$ cat config.mk
export PLATFORM = sky130hd
export DESIGN_NAME = instr_encoder_loader
export DESIGN_NICKNAME = d
export VERILOG_FILES = /design/src/rtl/instr_encoder_loader.sv
export SDC_FILE = /design/constraint.sdc
export NUM_CORES = 1
export LEC_CHECK = 0
export BUFFER_PORTS_ARGS = -buffer_cell sky130_fd_sc_hd__clkbuf_2
export CORE_UTILIZATION = 53
export CTS_BUF_LIST = sky130_fd_sc_hd__clkbuf_16
export CTS_CLUSTER_SIZE = 14
export DETAILED_ROUTE_END_ITERATION = 10
export GPL_ROUTABILITY_DRIVEN = 0
export PLACE_DENSITY = 0.79
export SLEW_MARGIN = 20
export SYNTH_ARGS = -nofsm -noshare
export SYNTH_HDL_FRONTEND = slang
export SYNTH_SLANG_ARGS = --single-unit
$ cat constraint.sdc
create_clock -name clk -period 2.3 [get_ports clk]
set_clock_uncertainty 0.15 [all_clocks]
set_input_delay 0.46 -clock clk [delete_from_list [all_inputs] [get_ports clk]]
set_output_delay 0.46 -clock clk [all_outputs]
set_load 0.02 [all_outputs]
$ cat src/rtl/instr_encoder_loader.sv
// Encodes assembler instruction records into 32-bit control-decoder words and writes them
// sequentially into instruction RAM, with legality/range checks and full detection.
module instr_encoder_loader #(
    parameter int unsigned DEPTH = 256,
    parameter int unsigned AW    = $clog2(DEPTH)
) (
    input  logic          clk,
    input  logic          reset_n,
    input  logic          start,
    input  logic          in_valid,
    output logic          in_ready,
    input  logic [3:0]    in_cls,
    input  logic [3:0]    in_cond,
    input  logic [3:0]    in_rd,
    input  logic [3:0]    in_rn,
    input  logic [3:0]    in_rm,
    input  logic [23:0]   in_imm,
    input  logic          in_immsel,
    input  logic          in_setf,
    input  logic          in_last,
    output logic          mem_we,
    output logic [AW-1:0] mem_addr,
    output logic [31:0]   mem_wdata,
    output logic          done,
    output logic          busy,
    output logic          err_illegal,
    output logic          err_range,
    output logic          err_full
);

    typedef enum logic [2:0] {StIdle, StAccept, StEnc, StWr, StDone, StFull} state_e;

    typedef struct packed {
        logic [3:0]  cls;
        logic [3:0]  cond;
        logic [3:0]  rd;
        logic [3:0]  rn;
        logic [3:0]  rm;
        logic [23:0] imm;
        logic        immsel;
        logic        setf;
        logic        last;
    } rec_t;

    state_e          state_q, state_d;
    rec_t            rec_q, rec_d;
    logic [AW-1:0]   addr_q, addr_d;
    logic [31:0]     word_q, word_d;
    logic            err_ill_q, err_ill_d;
    logic            err_rng_q, err_rng_d;
    logic            err_full_q, err_full_d;

    logic [31:0]     enc;
    logic            illegal;
    logic            range_bad;

    // Combinational encoder over the captured record; consumed only in StEnc.
    always_comb begin
        enc       = '0;
        illegal   = 1'b0;
        range_bad = 1'b0;
        enc[31:28] = rec_q.cond;
        if (rec_q.cls <= 4'd5) begin
            enc[27:26] = 2'b00;
            enc[24]    = rec_q.immsel;
            enc[23:21] = rec_q.cls[2:0];
            enc[20]    = (rec_q.cls == 4'd5) ? 1'b1 : rec_q.setf;
            enc[19:16] = rec_q.rn;
            enc[15:12] = (rec_q.cls == 4'd5) ? 4'd0 : rec_q.rd;
            if (rec_q.immsel) begin
                enc[7:0]  = rec_q.imm[7:0];
                range_bad = |rec_q.imm[23:8];
            end else begin
                enc[3:0] = rec_q.rm;
            end
        end else if (rec_q.cls == 4'd6) begin
            enc[27:26] = 2'b01;
            enc[25:24] = 2'b10;
            enc[23:0]  = rec_q.imm;
        end else if (rec_q.cls <= 4'd8) begin
            enc[27:26] = 2'b10;
            enc[24:21] = 4'b1100;
            enc[20]    = (rec_q.cls == 4'd7);
            enc[19:16] = rec_q.rn;
            enc[15:12] = rec_q.rd;
            enc[11:0]  = rec_q.imm[11:0];
            range_bad  = |rec_q.imm[23:12];
        end else begin
            illegal = 1'b1;
        end
    end

    always_comb begin
        state_d    = state_q;
        rec_d      = rec_q;
        addr_d     = addr_q;
        word_d     = word_q;
        err_ill_d  = err_ill_q;
        err_rng_d  = err_rng_q;
        err_full_d = err_full_q;
        unique case (state_q)
            StIdle: ;
            StAccept: begin
                if (in_valid) begin
                    rec_d   = '{cls: in_cls, cond: in_cond, rd: in_rd, rn: in_rn, rm: in_rm,
                                imm: in_imm, immsel: in_immsel, setf: in_setf, last: in_last};
                    state_d = StEnc;
                end
            end
            StEnc: begin
                if (illegal) begin
                    err_ill_d = 1'b1;
                    state_d   = StAccept;
                end else if (range_bad) begin
                    err_rng_d = 1'b1;
                    state_d   = StAccept;
                end else begin
                    word_d  = enc;
                    state_d = StWr;
                end
            end
            StWr: begin
                // Address saturates at the top word; FULL unless this was the program's last.
                if (addr_q == AW'(DEPTH - 1)) begin
                    state_d = rec_q.last ? StDone : StFull;
                end else begin
                    addr_d  = addr_q + AW'(1);
                    state_d = rec_q.last ? StDone : StAccept;
                end
            end
            StDone: state_d = StIdle;
            StFull: begin
                if (in_valid) err_full_d = 1'b1;
            end
            default: state_d = StIdle;
        endcase
        if (start) begin
            state_d    = StAccept;
            addr_d     = '0;
            err_ill_d  = 1'b0;
            err_rng_d  = 1'b0;
            err_full_d = 1'b0;
        end
    end

    always_ff @(posedge clk or negedge reset_n) begin
        if (!reset_n) begin
            state_q    <= StIdle;
            rec_q      <= '0;
            addr_q     <= '0;
            word_q     <= '0;
            err_ill_q  <= 1'b0;
            err_rng_q  <= 1'b0;
            err_full_q <= 1'b0;
        end else begin
            state_q    <= state_d;
            rec_q      <= rec_d;
            addr_q     <= addr_d;
            word_q     <= word_d;
            err_ill_q  <= err_ill_d;
            err_rng_q  <= err_rng_d;
            err_full_q <= err_full_d;
        end
    end

    assign in_ready    = (state_q == StAccept);
    assign mem_we      = (state_q == StWr);
    assign done        = (state_q == StDone);
    assign busy        = (state_q != StIdle);
    assign mem_addr    = addr_q;
    assign mem_wdata   = word_q;
    assign err_illegal = err_ill_q;
    assign err_range   = err_rng_q;
    assign err_full    = err_full_q;

endmodule

* Word level (Yosys, flattened, before mapping)
Index checks and enable logic that the tools add are counted.
** Word-level totals
- Output and inout port bits :: 47
- Input port bits :: 51
- Memories :: 0
- RAM bits :: 0
- ROM bits :: 0
- Bits in registers :: 93
- Bits in latches :: 0
- Word-level logic and storage cells :: 93
** Operators by class
- Reductions and logical operators :: 18
- $add $sub $neg :: 1
- Div/mod/pow operators :: 0
- Shifts and indexed selects :: 0
- Multipliers :: 0
- Bitwise gates (word level) :: 2
- Order comparisons :: 2
- Equal/unequal tests :: 13
- Multiplexer cells :: 42
** Operators by type and width (number)
- $mux W25 :: 2
- $mux W8 :: 4
- $mux W1 :: 21
- $mux W4 :: 4
- $reduce_or A16 Y1 :: 1
- $mux W13 :: 1
- $eq A4 B3 Y1 const B :: 3
- $mux W3 :: 4
- $pmux W3 S4 :: 1
- $reduce_bool A2 Y1 :: 6
- $reduce_or A12 Y1 :: 1
- $mux W2 :: 5
- $reduce_and A2 Y1 :: 5
- $add A8 B1 Y8 const B :: 1
- $eq A8 B8 Y1 const B :: 1
- $eq A3 B2 Y1 const B :: 2
- $eq A3 B3 Y1 const B :: 2
- $reduce_and A3 Y1 :: 2
- $le A4 B3 Y1 const B :: 1
- $le A4 B4 Y1 const B :: 1
- $ne A2 B2 Y1 const B :: 2
- $eq A3 B1 Y1 const B :: 1
- $logic_not A3 Y1 :: 1
- $ne A3 B3 Y1 const B :: 1
- other kinds (4) :: 5

* Logic depth before layout (Yosys ltp)
Gate-level depths: netlist (run 1).
- Depth after elaboration :: 8
- Gate-level depth with buffers :: 8
- Mapped depth without buffers :: 6

* Worst setup path before layout (run 1)
No wires, ideal clock.
- Path kind :: flip-flop to flip-flop
- From :: register rec_q[44] in the netlist's numbering
- To :: register word_q[26] (netlist: mem_wdata[26])
- Stages on the path, launching flop included :: 9
- Clock period less this slack :: 2.080 ns
- Setup slack :: 0.220 ns
- Arrival time :: 1.805 ns
- Required time :: 2.025 ns
- Path buffers :: 3
- Setup time :: 0.125 ns
- Path through :: dfrtp_1 buf_4 a21oi_2 nand3b_1 o2bb2ai_4 nand2_2 buf_6 buf_12 mux2_4
** Between the ends
- Cells in the longest elaborated chain, start to end :: 6
- Elaborated cells between the ends (all ways) :: 14
- Classes of those cells :: order compare (2); eq/ne (1); mux (8); bitwise (2); reduce/logical (1)
** Ends and longest elaborated chain
- start: declaration :: RTL line 46 : rec_t rec_q, rec_d;
- start signal: assignment :: RTL line 157 : rec_q <= rec_d;
- $le A4 B4 Y1 :: RTL line 80 : end else if (rec_q.cls <= 4'd8) begin
- $mux W1 :: RTL line 80
- $mux W1 :: RTL line 76 : end else if (rec_q.cls == 4'd6) begin
- $mux W1 :: RTL line 63 : if (rec_q.cls <= 4'd5) begin
- $not A1 Y1 (no source line)
- $reduce_and A3 Y1 (no source line)
- end signal: assignment :: RTL line 159 : word_q <= word_d;
- end: declaration :: RTL line 48 : logic [31:0] word_q, word_d;
Several ways; a longest one is shown, not always the timed one.
A chain may end at the register's enable or synchronous reset.

* Worst setup path after layout (run 1)
- From :: register rec_q[43] in the netlist's numbering
- To :: register word_q[1] (netlist: mem_wdata[1])
Same word-level chain as after synthesis.

==> results.sh, run 1 <==
export IMPL_status="finished, violations left"
export IMPL_violations="hold timing"
export IMPL_clock_sinks=92
export IMPL_crit_fanout=11
export IMPL_synth_edf_count=0
export IMPL_relSlewSlack=0.6762
export IMPL_synth_cell_types=49
export IMPL_startpoint_type="flop"
export IMPL_powerDensity_mw_per_mm2=1074
export IMPL_netlist_top_cells_count="92 x dfrtp_1, 66 x mux2_2, 20 x nor2_1"
export IMPL_first_iter_violations=89
export IMPL_start_util=0.5577
export IMPL_layout_nets=478
export IMPL_worst_pin_slew_ns=0.4857
export IMPL_path_clk_slew_ns=0.06
export IMPL_drv_cap=0
export IMPL_clock_latency_ns=0.33
export IMPL_netlist_area_leader_share=0.5572
export IMPL_drc_errors=0
export IMPL_cts_tree="built"
export IMPL_netlist_instances=318
export IMPL_viasPerCell=5.409
export IMPL_grt_max_degree=93
export IMPL_grt_pass1_vias=2781
export IMPL_power_frac_comb=0.282
export IMPL_post_route_min_period_ns=2.185
export IMPL_yosys_area_top_type="dfrtp_1"
export IMPL_syn_cell_area_sq_mm=0.004131
export IMPL_fp_dieW_um=90.29
export IMPL_cts_buffers=9
export IMPL_grt_overflow_total=0
export IMPL_maxSlewViolCount=0
export IMPL_drive_gt1_frac=0.4942
export IMPL_synth_nets=370
export IMPL_antenna_found_initial=0
export IMPL_dp_slack_ns=0.1515
export IMPL_grt_pass1_wl_um=13900
export IMPL_timing_hold_ws_ns=-0.01590
export IMPL_pwr_share_seq=0.436
export IMPL_dieArea_sq_mm=0.008152
export IMPL_ys_ff_latch=92
export IMPL_path_class="flop to flop"
export IMPL_route_detailed_wl_per_inst_um=15.73
export IMPL_design_area_sq_mm=0.005095
export IMPL_intPower_uw=3749
export IMPL_drt_total_wl_um=8335
export IMPL_swShare=0.3147
export IMPL_yosysMostFrequentCell="dfrtp_1"
export IMPL_syn_to_final_growth_pct=23.32
export IMPL_coreArea_sq_mm=0.007408
export IMPL_synthTopCellsByArea="dfrtp_1 56%, mux2_2 18%, a22o_1 2.1%, mux2_4 1.8%, nor2_1 1.8%"
export IMPL_dp_hpwl_um=5911
export IMPL_power_net_switching_uw=1721
export IMPL_placed_area_sq_mm=0.004777
export IMPL_rows=31
export IMPL_hold_viol=7
export IMPL_post_cts_setup_buffers=0
export IMPL_finalCritPeriodShare=0.9498
export IMPL_grt_use_total=0.2154
export IMPL_setup_viol=0
export IMPL_synth_main_ff_cell="dfrtp_1"
export IMPL_antenna_left=0
export IMPL_pin_count=98
export IMPL_p_leak_uw=0.002449
export IMPL_first_pass_iters=4
export IMPL_crit_arrival_ns=2.25
export IMPL_async_flop_share=1.000
export IMPL_cts_buffer_depth=2
export IMPL_finalNonFillerCells=530
export IMPL_setup_slack_ns=0.1153
export IMPL_tns_ns=0
export IMPL_diodes=0
export IMPL_ir_drop_mv=0.5117
export IMPL_seq_area_frac_synth=0.5572
export IMPL_timing_fmax_mhz=457.7
export IMPL_crit_required_ns=2.36
export IMPL_rsz0062_at_grt="false"
export IMPL_syn_area_per_cell_sq_um=12.99
export IMPL_clockPowerShare=0.282
export IMPL_yosysWarnings=0
export IMPL_clock_root_buffer="clkbuf_16"
export IMPL_htree_levels=3
export IMPL_place_inst=514
export IMPL_vias=2867
export IMPL_end_kind="flop"
export IMPL_die_h_um=90.29
export IMPL_hp_class="input port to asynchronous set/reset pin"
export IMPL_port_buffer_count=97
-- worst paths after layout --
| path | startpoint | to | slack, ns | cells past startpoint |
|---|---|---|---|---|
| setup / recovery | rec_q[43]$_DFFE_PN0P_ | mem_wdata[1]$_DFFE_PN0P_ | 0.12 | 6 |
| setup reg to reg | rec_q[43]$_DFFE_PN0P_ | mem_wdata[1]$_DFFE_PN0P_ | 0.12 | 6 |
| hold reg to reg | rec_q[9]$_DFFE_PN0P_ | mem_wdata[6]$_DFFE_PN0P_ | 0.34 | 1 |
| hold / removal | reset_n | mem_addr[4]$_DFFE_PN0P_ | -0.02 | 2 |
| max in group asynchronous | reset_n | rec_q[44]$_DFFE_PN0P_ | 1.61 | 2 |
| min in group clk | in_imm[15] | rec_q[18]$_DFFE_PN0P_ | 0.21 | 2 |
-- per-layer routing --
metal | vias up | part of all wire | GRT usage
li1 | 1340 | - | -
met1 | 1431 | 0.45 | 0.2989
met2 | 79 | 0.48 | 0.3308
met3 | 17 | 0.035 | 0.02862
met4 | 0 | 0.027 | 0.1156
met5 | - | 0 | 0
-- cell families (layout without fill, tap and decap cells) --
| logic type | count (synthesis) | count (layout) | synth area share |
|---|---|---|---|
| xor gates and xnor gates | 6 | 6 | 0.01272 |
| and+or+nand+nor | 79 | 79 | 0.1024 |
| adders and majority gates | 1 | 1 | 0.003028 |
| DFF | 92 | 92 | 0.5572 |
| muxes | 76 | 76 | 0.2102 |
| buffers and inverters | 18 | 131 | 0.03059 |
| AOI/OAI and AO/OA | 46 | 46 | 0.08389 |
-- repair_timing --
item,CTS,global route
setup endpoints to repair,0,6
hold buffers,0,0
resized for setup,0,1
-- cell type report --
class                   instances  area (sq um)
clock buffers                   9         225.2
clock inverters                 7         91.34
fillers                       560          2313
inverters                       2         7.507
multi-input cells             208          1710
flip-flops and latches         92          2303
well taps                      99         123.9
repair buffers                113         633.1
-- power by group through the flow --
stage | clock network [uW] | logic [uW] | registers (uW)
detailed placement | 0 | 1550 | 2400
floorplan | 0 | 861 | 2540
finish | 1540 | 1540 | 2390
global placement | 0 | 1510 | 2390
CTS | 1570 | 1560 | 2380
global route | 1640 | 1670 | 2440
-- worst max-delay path: stages, from the launching register on --
cell and delay [ns]:
dfrtp_1 0.59, nand3_1 0.17, a21oi_1 0.32, o2bb2ai_4 0.14, nand2_2 0.11, buf_4 0.22, mux2_2 0.36
-- placed cells by master, fill, tap and decap left out, drive strengths merged, types with 2 or more instances in the layout --
cell type  count
clkbuf       105
dfrtp         92
mux2          71
nand2         20
nor2          20
buf           17
a21oi         13
o21ai         12
a22o          10
nor2b          7
nand3          5
nand2b         5
xnor2          5
mux2i          5
nor4           4
nor3           3
clkinvlp       3
or3            2
and3           2
inv            2
a31oi          2
o32a           2
bufinv         2
nor3b          2
or2            2
clkinv         2
-- state kept, by name (all words and copies together) (netlist names) --
signal       cells
enc              4
mem_addr         8
err_illegal      1
rec_q           43
state_q          3
err_full         1
mem_wdata       31
err_range        1
-- stage by stage --
stage	utilization	power [uW]
CTS	0.6876	5512
finish	0.6877	5470
global placement	0.6448	3892
floorplan	-	3406
detailed placement	0.6448	3959
global route	0.6877	5756
(Power assumes the default switching activity.)
==> run 2: changes to the inputs <==
--- a/config.mk
+++ b/config.mk
@@ -12,7 +12,8 @@
 export DETAILED_ROUTE_END_ITERATION = 10
 export GPL_ROUTABILITY_DRIVEN = 0
 export PLACE_DENSITY = 0.79
-export SLEW_MARGIN = 20
+export RECOVER_POWER = 50
+export SLEW_MARGIN = 0
 export SYNTH_ARGS = -nofsm -noshare
 export SYNTH_HDL_FRONTEND = slang
 export SYNTH_SLANG_ARGS = --single-unit
==> run 2 against run 1 <==
  * The flow now finishes without violations
  * Maximum frequency rose by 1.0%
  * Clock power about the same
  * Sequential power hardly changed
  * Largest cell class unchanged
  * Largest power group unchanged
==> results.sh, run 2 (synthesis gave the netlist of run 1 again) <==
export IMPL_grt_pass1_vias=2781
export IMPL_port_buffer_count=97
export IMPL_grt_overflow_total=0
export IMPL_cp_cell_sequence="nand3_1 > a21oi_1 > o2bb2ai_4 > nand2_2 > buf_4 > mux2_2"
export IMPL_grt_pass1_wl_um=13900
export IMPL_path_buf_inv=1
export IMPL_mostFrequentLayoutCell="dfrtp_1"
export IMPL_start_util=0.5577
export IMPL_finalCritPeriodShare=0.9401
export IMPL_drt_total_wl_um=8365
export IMPL_htree_levels=3
export IMPL_final_cell_mix="91 x dfrtp_1, 76 x clkbuf_2, 66 x mux2_2"
export IMPL_critical_path_top_delay_family="flip-flops"
export IMPL_antenna_found_initial=0
export IMPL_first_pass_iters=4
export IMPL_relSlewSlack=0.1977
export IMPL_coreArea_sq_mm=0.007408
export IMPL_whs_path_depth=2
export IMPL_clock_sinks=92
export IMPL_crit_slowest_cell="dfrtp_1"
export IMPL_layout_nets=478
export IMPL_dieArea_sq_mm=0.008152
export IMPL_reg2reg_depth=6
export IMPL_cp_num_cells=6
export IMPL_drc_errors=0
export IMPL_tns_ns=0
export IMPL_end_kind="flop"
export IMPL_post_route_min_period_ns=2.162
export IMPL_post_cts_setup_buffers=0
export IMPL_rsz0062_at_grt="false"
export IMPL_die_h_um=90.29
export IMPL_ctsHoldBuffers=0
export IMPL_status="complete, no violations"
export IMPL_fp_dieW_um=90.29
export IMPL_timing_fmax_mhz=462.5
export IMPL_ctsResizeCount=0
export IMPL_setup_viol=0
export IMPL_largest_reg_flops=43
export IMPL_hold_viol=0
export IMPL_pin_count=98
export IMPL_antenna_left=0
export IMPL_crit_arrival_ns=2.23
export IMPL_grt_max_degree=93
export IMPL_path_class="flop to flop"
export IMPL_viasPerCell=5.402
export IMPL_diodes=0
export IMPL_cts_buffers=9
export IMPL_clock_root_buffer="clkbuf_16"
export IMPL_cts_buffer_depth=2
export IMPL_dp_hpwl_um=5911
export IMPL_regMostFlops="rec_q"
export IMPL_max_stage_delay_ns=0.58
export IMPL_vias=2863
export IMPL_clock_latency_ns=0.33
export IMPL_first_iter_violations=96
export IMPL_grt_use_total=0.2154
export IMPL_power_uw=5437
export IMPL_cts_tree="built"
export IMPL_worst_pin_slew_ns=1.203
export IMPL_drive_gt1_frac=0.4455
export IMPL_crit_fanout=11
export IMPL_hp_class="input port to flop"
export IMPL_rows=31
export IMPL_startpoint_type="flop"
export IMPL_drv_cap=0
export IMPL_dp_slack_ns=0.1515
export IMPL_syn_to_final_growth_pct=22.32
export IMPL_ir_drop_mv=0.5120
export IMPL_p_leak_uw=0.002374
export IMPL_crit_required_ns=2.37
export IMPL_route_detailed_wl_per_inst_um=15.78
export IMPL_powerDensity_mw_per_mm2=1076
export IMPL_maxSlewViolCount=0
export IMPL_setup_slack_ns=0.1377
export IMPL_path_clk_slew_ns=0.06
## run 2: changes by cell type in the layout (fill, tap and decap cells not counted), sizes merged
cell,change
buf,-3
clkbuf,+3
## run 2: final timing paths
path	from	slack, ns	end
max	rec_q[43]$_DFFE_PN0P_	0.14	mem_wdata[8]$_DFFE_PN0P_
min	in_imm[16]	0.21	rec_q[19]$_DFFE_PN0P_
max reg2reg	rec_q[43]$_DFFE_PN0P_	0.14	mem_wdata[8]$_DFFE_PN0P_
min reg2reg	rec_q[9]$_DFFE_PN0P_	0.34	mem_wdata[6]$_DFFE_PN0P_
max in group asynchronous	reset_n	0.80	rec_q[44]$_DFFE_PN0P_
min in group asynchronous	reset_n	0.33	mem_addr[4]$_DFFE_PN0P_
## run 2: layout make-up
type,instances,area (sq um)
multi-input combinational,208,1710
inverter,2,7.507
clock inverter,7,91.34
fill,569,2355
sequential,92,2303
clock buffer,9,225.2
tap,99,123.9
timing repair buffer,113,591.8
## run 2: per-layer routing
metal  global-route usage  up-vias  wire length (um)
met1               0.2989     1424              3753
met4               0.1156        0               229
li1                     -     1343                 -
met5                    0        -                 0
met2               0.3308       79              4049
met3              0.02862       17               331
## run 2: worst reg2reg max path: cells and delay by family, from the launching register on
family / cells / cell delay, ns
mux: 1 / 0.37
flops: 1 / 0.58
buf+inv: 1 / 0.22
simple gates: 2 / 0.27
compound gates: 2 / 0.46
## run 2: through the flow
step | instances | util | area, sq um | hold slack, ns
CTS | 530 | 0.6876 | 5094 | 0.03696
finish | 530 | 0.6821 | 5054 | 0.2074
global placement | 514 | 0.6448 | 4777 | 0.3264
global route | 530 | 0.6821 | 5054 | 0.2003
detailed placement | 514 | 0.6448 | 4777 | 0.3374
floorplan | 318 | - | 4131 | 0.01441
## run 2: report_power, final
group          total [uW]  internal, uW  switching (uW)
Combinational        1510           725             783
Sequential           2380          2040             340
Clock                1540           946             598
Total                5440          3710            1720
